===== config.mk =====
export PLATFORM = sky130hd
export DESIGN_NAME = gray_counter_conv
export DESIGN_NICKNAME = d
export VERILOG_FILES = /design/src/rtl/gray_counter_conv.sv
export SDC_FILE = /design/constraint.sdc
export NUM_CORES = 1
export LEC_CHECK = 0
export ABC_AREA = 1
export CAP_MARGIN = 25
export CORE_MARGIN = 2
export CORE_UTILIZATION = 36
export CTS_CLUSTER_DIAMETER = 150
export CTS_CLUSTER_SIZE = 40
export DETAILED_ROUTE_END_ITERATION = 7
export PLACE_DENSITY = 0.67
export SYNTH_ARGS = -nofsm -noshare
export SYNTH_HDL_FRONTEND = slang
export SYNTH_SLANG_ARGS = --single-unit

===== constraint.sdc =====
create_clock -name clk -period 1.7 [get_ports clk]
set_clock_uncertainty 0.05 [all_clocks]
set_input_delay 0.255 -clock clk [delete_from_list [all_inputs] [get_ports clk]]
set_output_delay 0.255 -clock clk [all_outputs]
set_load 0.02 [all_outputs]

===== src/rtl/gray_counter_conv.sv =====
//------------------------------------------------------------------------------
// gray_counter_conv : registered up/down Gray counter with binary view, Gray
// load, wrap/saturate modes, terminal-count and wrap flags.
// Revision: 1.0
//------------------------------------------------------------------------------
`default_nettype none

module gray_counter_conv #(
  parameter int unsigned WIDTH     = 4,
  parameter int unsigned RESET_VAL = 0,
  parameter bit          SATURATE  = 1'b0
) (
  input  logic             clk,
  input  logic             rst,
  input  logic             en,
  input  logic             up_dn,
  input  logic             load,
  input  logic [WIDTH-1:0] load_g,
  output logic [WIDTH-1:0] g,
  output logic [WIDTH-1:0] b,
  output logic             tc,
  output logic             wrap
);

  localparam logic [WIDTH-1:0] C_RESET_B = WIDTH'(RESET_VAL);
  localparam logic [WIDTH-1:0] C_RESET_G = C_RESET_B ^ (C_RESET_B >> 1);
  localparam logic [WIDTH-1:0] C_MAX     = '1;

  logic [WIDTH-1:0] b_q, b_d;
  logic [WIDTH-1:0] g_q, g_d;
  logic             wrap_q, wrap_d;
  logic [WIDTH-1:0] load_b;
  logic             would_wrap;

  // Gray-to-binary: each binary bit is the parity of the Gray bits at and above it.
  always_comb begin
    load_b = '0;
    for (int i = 0; i < WIDTH; i++) begin
      load_b[i] = ^(load_g >> i);
    end
  end

  assign would_wrap = up_dn ? (b_q == C_MAX) : (b_q == '0);

  always_comb begin
    b_d    = b_q;
    g_d    = g_q;
    wrap_d = 1'b0;
    if (load) begin
      b_d = load_b;
      g_d = load_g;
    end else if (en && !(SATURATE && would_wrap)) begin
      b_d    = up_dn ? (b_q + 1'b1) : (b_q - 1'b1);
      // Gray is registered from the next binary value so g never glitches.
      g_d    = b_d ^ (b_d >> 1);
      wrap_d = would_wrap;
    end
  end

  always_ff @(posedge clk) begin
    if (rst) begin
      b_q    <= C_RESET_B;
      g_q    <= C_RESET_G;
      wrap_q <= 1'b0;
    end else begin
      b_q    <= b_d;
      g_q    <= g_d;
      wrap_q <= wrap_d;
    end
  end

  assign b    = b_q;
  assign g    = g_q;
  assign wrap = wrap_q;
  assign tc   = would_wrap;

endmodule

`default_nettype wire

## Word-level counts from Yosys, hierarchy flattened

Cells that the tools add are included.
W data, S select, Z words.

- Add/sub/neg operators: 2
- Equal/unequal tests: 1
- Multiplexer cells: 6
- Bitwise operators: 2
- Reductions and logical operators: 7

Operator list:

| cell | count |
|---|---|
| $mux W4 | 5 |
| $reduce_xor A4 Y1 | 4 |
| $add A4 B1 Y4 const B | 1 |
| $eq A4 B4 Y1 const B | 1 |
| $logic_not A4 Y1 | 1 |
| $sub A4 B1 Y4 const B | 1 |
| $xor A4 B3 Y4 | 1 |
| $reduce_or A3 Y1 | 1 |
| $reduce_bool A2 Y1 | 1 |
| $mux W1 | 1 |
| $not A1 Y1 | 1 |

- Register bits: 9
- Input port bits: 9
- Output and inout port bits: 10
- Word-level logic and storage cells: 21

## Logic depth before layout (Yosys ltp)

Gate-level depths: netlist of run 1.

- Word-level depth: 5
- Mapped depth: 10
- Gate-level depth less buffers: 10

## Worst setup path after synthesis of run 1

Ideal clock, no wire load.

- Path type: register to register
- Start: register b_q[0] (netlist: b[0])
- End: register b_q[1] (netlist: b[1])
- Library setup time: 0.113 ns
- Arrival: 1.596 ns
- Data required time: 1.537 ns
- Setup slack: -0.059 ns
- Cell stages (with the launch flop): 8
- Buffers on the path: 0
- Period minus slack after synthesis: 1.759 ns
- Path through: dfxtp_1 inv_1 fa_1 inv_1 o21ai_1 o21ai_1 o21ai_1 inv_1

- Longest elaborated chain between the ends: 4
- Elaborated cells between the ends (all ways): 5
- Classes of those cells: add/sub (2); mux (3)

RTL lines:

| element | line | text |
|---|---|---|
| start, declared | 29 | `logic [WIDTH-1:0] b_q, b_d;` |
| start signal, assigned | 62 | `b_q <= C_RESET_B;` |
| start signal, assigned | 66 | `b_q <= b_d;` |
| $sub A4 B1 Y4 or $add A4 B1 Y4 (tied branches) | 53 | `b_d = up_dn ? (b_q + 1'b1) : (b_q - 1'b1);` |
| $mux W4 * | 53 |  |
| $mux W4 * | 52 | `end else if (en && !(SATURATE && would_wrap)) begin` |
| $mux W4 * | 49 | `if (load) begin` |

Every way passes the cells marked *; elsewhere a longest branch is shown, timed or not. The select of a mux whose other input is x is not followed.
A chain may end at the register's enable or synchronous reset.

## Worst setup path in the final report of run 1

- Start: register b_q[0] (netlist: b[0])
- End: output b[0]

RTL lines:

| element | line | text |
|---|---|---|
| end, declared | 20 | `output logic [WIDTH-1:0] b,` |

No word-level cell between the ends.

==> impl_metrics.ini, run 1 <==
[cts]
postCtsSetupBuffers = 0
clkSinkCount = 8
clock_latency_ns = 0.27
cts_buffer_depth = 2
cts_tree = built
root_buffer = clkbuf_4
clk_pin_slew_worst_paths_ns = 0.06
cts_htree_levels = 1
hold_buffers = 0
cts_inserted_buffers = 3

[final_layout]
nets = 134
nFillCells = 150
area_growth_pct = 48.54
post_route_cells_drive_above_1_share_pct = 20.83
num_antenna_cells = 0

[placed_design]
dp_slack_ns = -0.3061
port_buffers = 18
finalWeightedCongestion = 0.8288
dp_hpwl_um = 1209

[drt]
final_antenna_net_count = 0
vias_per_cell = 4.882
drc = 0
drtPass1Iterations = 6
drt_iter0_markers = 8
vias = 664
wirelength_um = 1486
wl_per_cell_um = 10.93

[timing]
setup_total_negative_slack_ns = 0
rsz0062_at_grt = no
layout_worst_path_cycle_share_pct = 95.94
finalSetupViolCount = 0
worst_slew_pin_slew_ns = 0.3265
fin_ws_ns = 0.06901
finalCriticalPeriod_ns = 1.631
fmax_mhz = 613.1
slew-limit-headroom_pct = 78.16
drv_slew = 0
hold_ws_ns = 0.4361
hold_viol_final = 0

[setup_path]
cp_data_arrival_time_ns = 1.33
critPathKind = reg2out
max_stage_delay_ns = 0.60
crit_family = buffers and inverters
crit_slowest_cell = clkdlybuf4s50_1
required_ns = 1.39
path_max_fanout = 6
startpoint_type = flop
path_cells = buf_4, clkdlybuf4s50_1
path_buf_inv = 2
endpoint_kind = primary output

[floorplan]
fp-row-count = 14
die_w_um = 44.76
die_area_mm2 = 0.002003
fp.dieH_um = 44.76
core-area_mm2 = 0.001524
io-pin-count = 19
initial_core_util_pct = 39.24

[grt]
gr-usage-met2_pct = 28.41
grt_first_pass_wirelength_um = 2359
busiest_layer = met2
grt_usage_pct = 16.74
gr-usage-met1_pct = 19.21
overflow = 0
grt_pass1_vias = 617
grt_max_degree = 8
antenna_found_initial = 0
met3_usage_pct = 4.800

[logic_synthesis]
netlist.area_leader.share_pct = 26.78
synth_edf_count = 0
syn_nets = 104
synth_cell_types = 25
synthArstFlopShare_pct = 0
syn_area_um2 = 598.1
syn_inst = 92
ys_ff_latch = 8
synth-seq-area-share_pct = 26.78
synth_top_area_cell = dfxtp_1
yosysWarnings = 0
ys.flop_type = dfxtp_1
syn-mean-instance-area_um2 = 6.501
synth_most_common_cell = nand2_1
synth_common_cells = nand2_1 (28), inv_1 (15), dfxtp_1 (8)
yosys-top-cells-area = dfxtp_1 (27%), nand2_1 (18%), inv_1 (9.4%)

[pwr]
p_per_area_mw_per_mm2 = 740.0
power_leakage_nw = 0.4689
peakVddDrop_mv = 0.4528

[run_status]
status = finished clean

[run]
cap_violations = 0

[worst_hold_path]
hold_class = reg2reg
-- cell usage in the layout, fill, tap and decap left out, types with 2 or more instances in the layout --
master / n
a21oi_1: 4
buf_4: 8
clkbuf_4: 3
clkdlybuf4s50_1: 14
dfxtp_1: 6
dfxtp_2: 2
dlymetal6s2s_1: 2
ha_1: 2
inv_1: 15
inv_2: 3
nand2_1: 28
nand2_2: 2
nand3_1: 5
nand4_1: 2
nor2_1: 2
o21ai_1: 5
o21ai_2: 2
-- stage by stage --
stage          instance area [um2]  utilization [%]  total power [mW]  instances
3_5_place_dp                 852.1            55.91            0.4988        133
6_report                     888.4            58.29            0.6574        136
5_1_grt                      888.4            58.29            0.6988        136
4_1_cts                      874.6            57.39            0.6566        136
3_3_place_gp                 852.1            55.91            0.4934        133
2_1_floorplan                599.3                -            0.3820         92
-- where the power goes --
part / total, mW / internal (mW) / switching, mW
Sequential: 0.219 / 0.206 / 0.0126
Combinational: 0.282 / 0.130 / 0.153
Clock: 0.156 / 0.0815 / 0.0749
-- worst min-delay path, stage by stage (launching register included) --
cell,delay [ns]
dfxtp_1,0.31
nand2_1,0.06
a31oi_1,0.07
-- logic make-up (layout without fill, tap and decap cells) --
kind of cell	Yosys count	in the layout	synth area share, %
buf+inv	19	47	12.55
xor+xnor	3	3	4.394
simple gates	44	44	33.68
compound gates	15	15	15.07
fa+ha+maj	3	3	7.531
flops	8	8	26.78
-- path summary, 6_finish.rpt --
check	to	start	slack (ns)	cells past startpoint
setup / recovery	b[0]	b[0]	0.07	2
hold / removal	g[0]	g[0]	0.44	2
setup reg to reg	b[1]	b[1]	0.11	7
hold reg to reg	g[0]	g[0]	0.44	2
-- layout make-up --
| type | count | area, um2 | area share, % |
|---|---|---|---|
| flip-flops and latches | 8 | 162.7 | 18.31 |
| multi-input cells | 65 | 370.4 | 41.69 |
| repair buffers | 26 | 245.2 | 27.61 |
| well taps | 16 | 20.02 | 2.254 |
| clock buffers | 3 | 22.52 | 2.535 |
| inverters | 18 | 67.56 | 7.606 |
-- timing repair --
action                     CTS  global route
cloned                       0             0
resized for setup            4             4
setup endpoints to repair    2             5
-- registers in the layout (all words and copies together) (netlist names) --
signal  count
b           4
g           3
wrap        1
-- metal layers --
layer / vias up / routed length [um] / part of all wire, %
met3: 4 / 95 / 6.4
met1: 291 / 649 / 44
li1: 347 / - / -
met2: 22 / 718 / 48
met4: 0 / 22 / 1.5
met5: - / 0 / 0
(Power assumes the default switching activity.)
==> run 2, diff against run 1 <==
Settings changed: ABC_AREA 1 to default, PLACE_DENSITY 0.67 to 0.69, SKIP_CTS_REPAIR_TIMING from default to 1.
==> run 2 against run 1 <==
Against the previous run: global-route usage is 0.45 points lower; combinational power is 18% higher; design area decreased by 0.56%; register-to-register slack worse by 0.09 ns; via count decreased by 16%; synthesized cell count down 29%; fmax shrank 2.7%; sequential cell count stayed put; largest cell class unchanged; largest power group unchanged; highest routed layer unchanged.
==> impl_metrics.ini, run 2 <==
[timing]
finalSetupViolCount = 0
drv_slew = 0
rsz0062_at_grt = yes
slew-limit-headroom_pct = 79.60
hold_viol_final = 0
finalCriticalPeriod_ns = 1.675
worst_slew_pin_slew_ns = 0.3038
fmax_mhz = 596.8
layout_worst_path_cycle_share_pct = 98.56

[logic_synthesis]
netlist.area_leader.share_pct = 29.36
synth_most_common_cell = dfxtp_1
yosys-top-cells-area = dfxtp_1 (29%), xnor2_1 (11%), a211oi_1 (6.9%)
synthAdderAreaFrac_pct = 8.257
yosysWarnings = 0
ys.flop_type = dfxtp_1
synthMuxAreaShare_pct = 0
synth_cell_types = 28
syn_inst = 65
synth_compound_area_share_pct = 21.33
syn-mean-instance-area_um2 = 8.393
synthXorXnorAreaFrac_pct = 12.84
synthArstFlopShare_pct = 0
ys_ff_latch = 8
synth-seq-area-share_pct = 29.36
yosys.area_share.simple_pct = 20.41
syn_nets = 77
syn_area_um2 = 545.5
synth_top_area_cell = dfxtp_1
synth_common_cells = dfxtp_1 (8), nor2_1 (7), xnor2_1 (7)
synth_edf_count = 0
synth_top_family_by_area = compound AO/OA/AOI/OAI gates

[floorplan]
fp.dieH_um = 42.93
fp-row-count = 14
io-pin-count = 19
core-area_mm2 = 0.001454
die_w_um = 42.93
initial_core_util_pct = 37.52
die_area_mm2 = 0.001843

[setup_path]
max_stage_delay_ns = 0.40
crit_slowest_cell = fa_2
cp_data_arrival_time_ns = 1.77
path_max_fanout = 6
crit_family = adder cells
path_cells = inv_2, fa_2, xnor2_4, buf_4, inv_1, a211oi_2, a311o_1
startpoint_type = flop
path_buf_inv = 3
required_ns = 1.80
critPathKind = reg2reg
endpoint_kind = flop

[grt]
grt_max_degree = 12
overflow = 0
grt_pass1_vias = 522
antenna_found_initial = 0
grt_usage_pct = 16.29
grt_first_pass_wirelength_um = 2152

[final_layout]
final_core_util_pct = 60.76
nFillCells = 132
layout_common_cells = clkdlybuf4s50_1 (14), buf_4 (9), nor2_1 (7)
num_antenna_cells = 0
post_route_cells_drive_above_1_share_pct = 30.77
final_common_cell = clkdlybuf4s50_1
final_cell_area_um2 = 883.3
multi_input_area_um2 = 400.4
area_growth_pct = 61.93
seqCellArea_um2 = 168.9
largest_reg_flops = 4
nets = 104

[placed_design]
dpl-instance-area_um2 = 804.5
finalWeightedCongestion = 0.7336
port_buffers = 18
dp_hpwl_um = 972.7

[drt]
drtPass1Iterations = 2
final_antenna_net_count = 0
vias = 556
drt_iter0_markers = 2
drc = 0
wl_per_cell_um = 13.61
vias_per_cell = 5.196
wirelength_um = 1456

[cts]
cts_inserted_buffers = 3
clkSinkCount = 8
clk_pin_slew_worst_paths_ns = 0.06
root_buffer = clkbuf_4
clock_latency_ns = 0.26
cts_tree = built
cts_htree_levels = 1
cts_buffer_depth = 2

[pwr]
total_power_mw = 0.7288
peakVddDrop_mv = 0.5567
p_per_area_mw_per_mm2 = 825.1
power_leakage_nw = 0.3790

[run_status]
status = finished clean

[run]
cap_violations = 0

[worst_hold_path]
hold_class = in2reg
## run 2: final timing paths
kind,start,end,slack [ns],cells after the start
setup reg to reg,b[1],g[2],0.02,7
hold / removal,up_dn,wrap,0.43,5
setup / recovery,b[1],g[2],0.02,7
hold reg to reg,g[1],g[1],0.53,2
## run 2: power by group
group	internal [mW]	switching, mW
logic	0.179	0.153
registers	0.208	0.0227
clock network	0.0905	0.0761
## run 2: layout make-up
| class | instances | area share (%) |
|---|---|---|
| clock buffer | 4 | 2.975 |
| inverter | 6 | 2.550 |
| multi-input combinational | 47 | 45.33 |
| sequential | 8 | 19.12 |
| tap | 16 | 2.266 |
| timing repair buffer | 26 | 27.76 |
## run 2: logic make-up after synthesis
kind of cell / count (synthesis)
AND/OR/NAND/NOR: 19
buffers and inverters: 10
flip-flops: 8
AO/OA/AOI/OAI: 17
XOR/XNOR: 8
adder cells (fa/ha/maj): 3
## run 2: tightest hold or removal path: cells and delay by family
kind	cells	cell delay (ns)
AOI/OAI and AO/OA	1	0.07
buffers and inverters	2	0.19
and+or+nand+nor	2	0.18
## run 2: metal layers
| metal | track usage [%] | share of wire [%] | vias up |
|---|---|---|---|
| met2 | 29.09 | 51 | 13 |
| met5 | 0 | 0 | - |
| li1 | - | - | 282 |
| met1 | 16.28 | 42 | 259 |
| met4 | 5.625 | 0.89 | 0 |
| met3 | 7.660 | 5.8 | 2 |
## run 2: through the flow
stage | hold slack (ns) | instances | worst slack, ns | setup TNS [ns]
detailed placement | 0.4926 | 102 | -0.4089 | -1.960
global route | 0.4833 | 107 | -0.06258 | -0.1145
CTS | 0.5062 | 106 | -0.3755 | -0.6241
global placement | 0.4977 | 102 | -0.4055 | -1.893
floorplan | 0.3497 | 65 | 0.02034 | 0
finish | 0.4321 | 107 | 0.02453 | 0
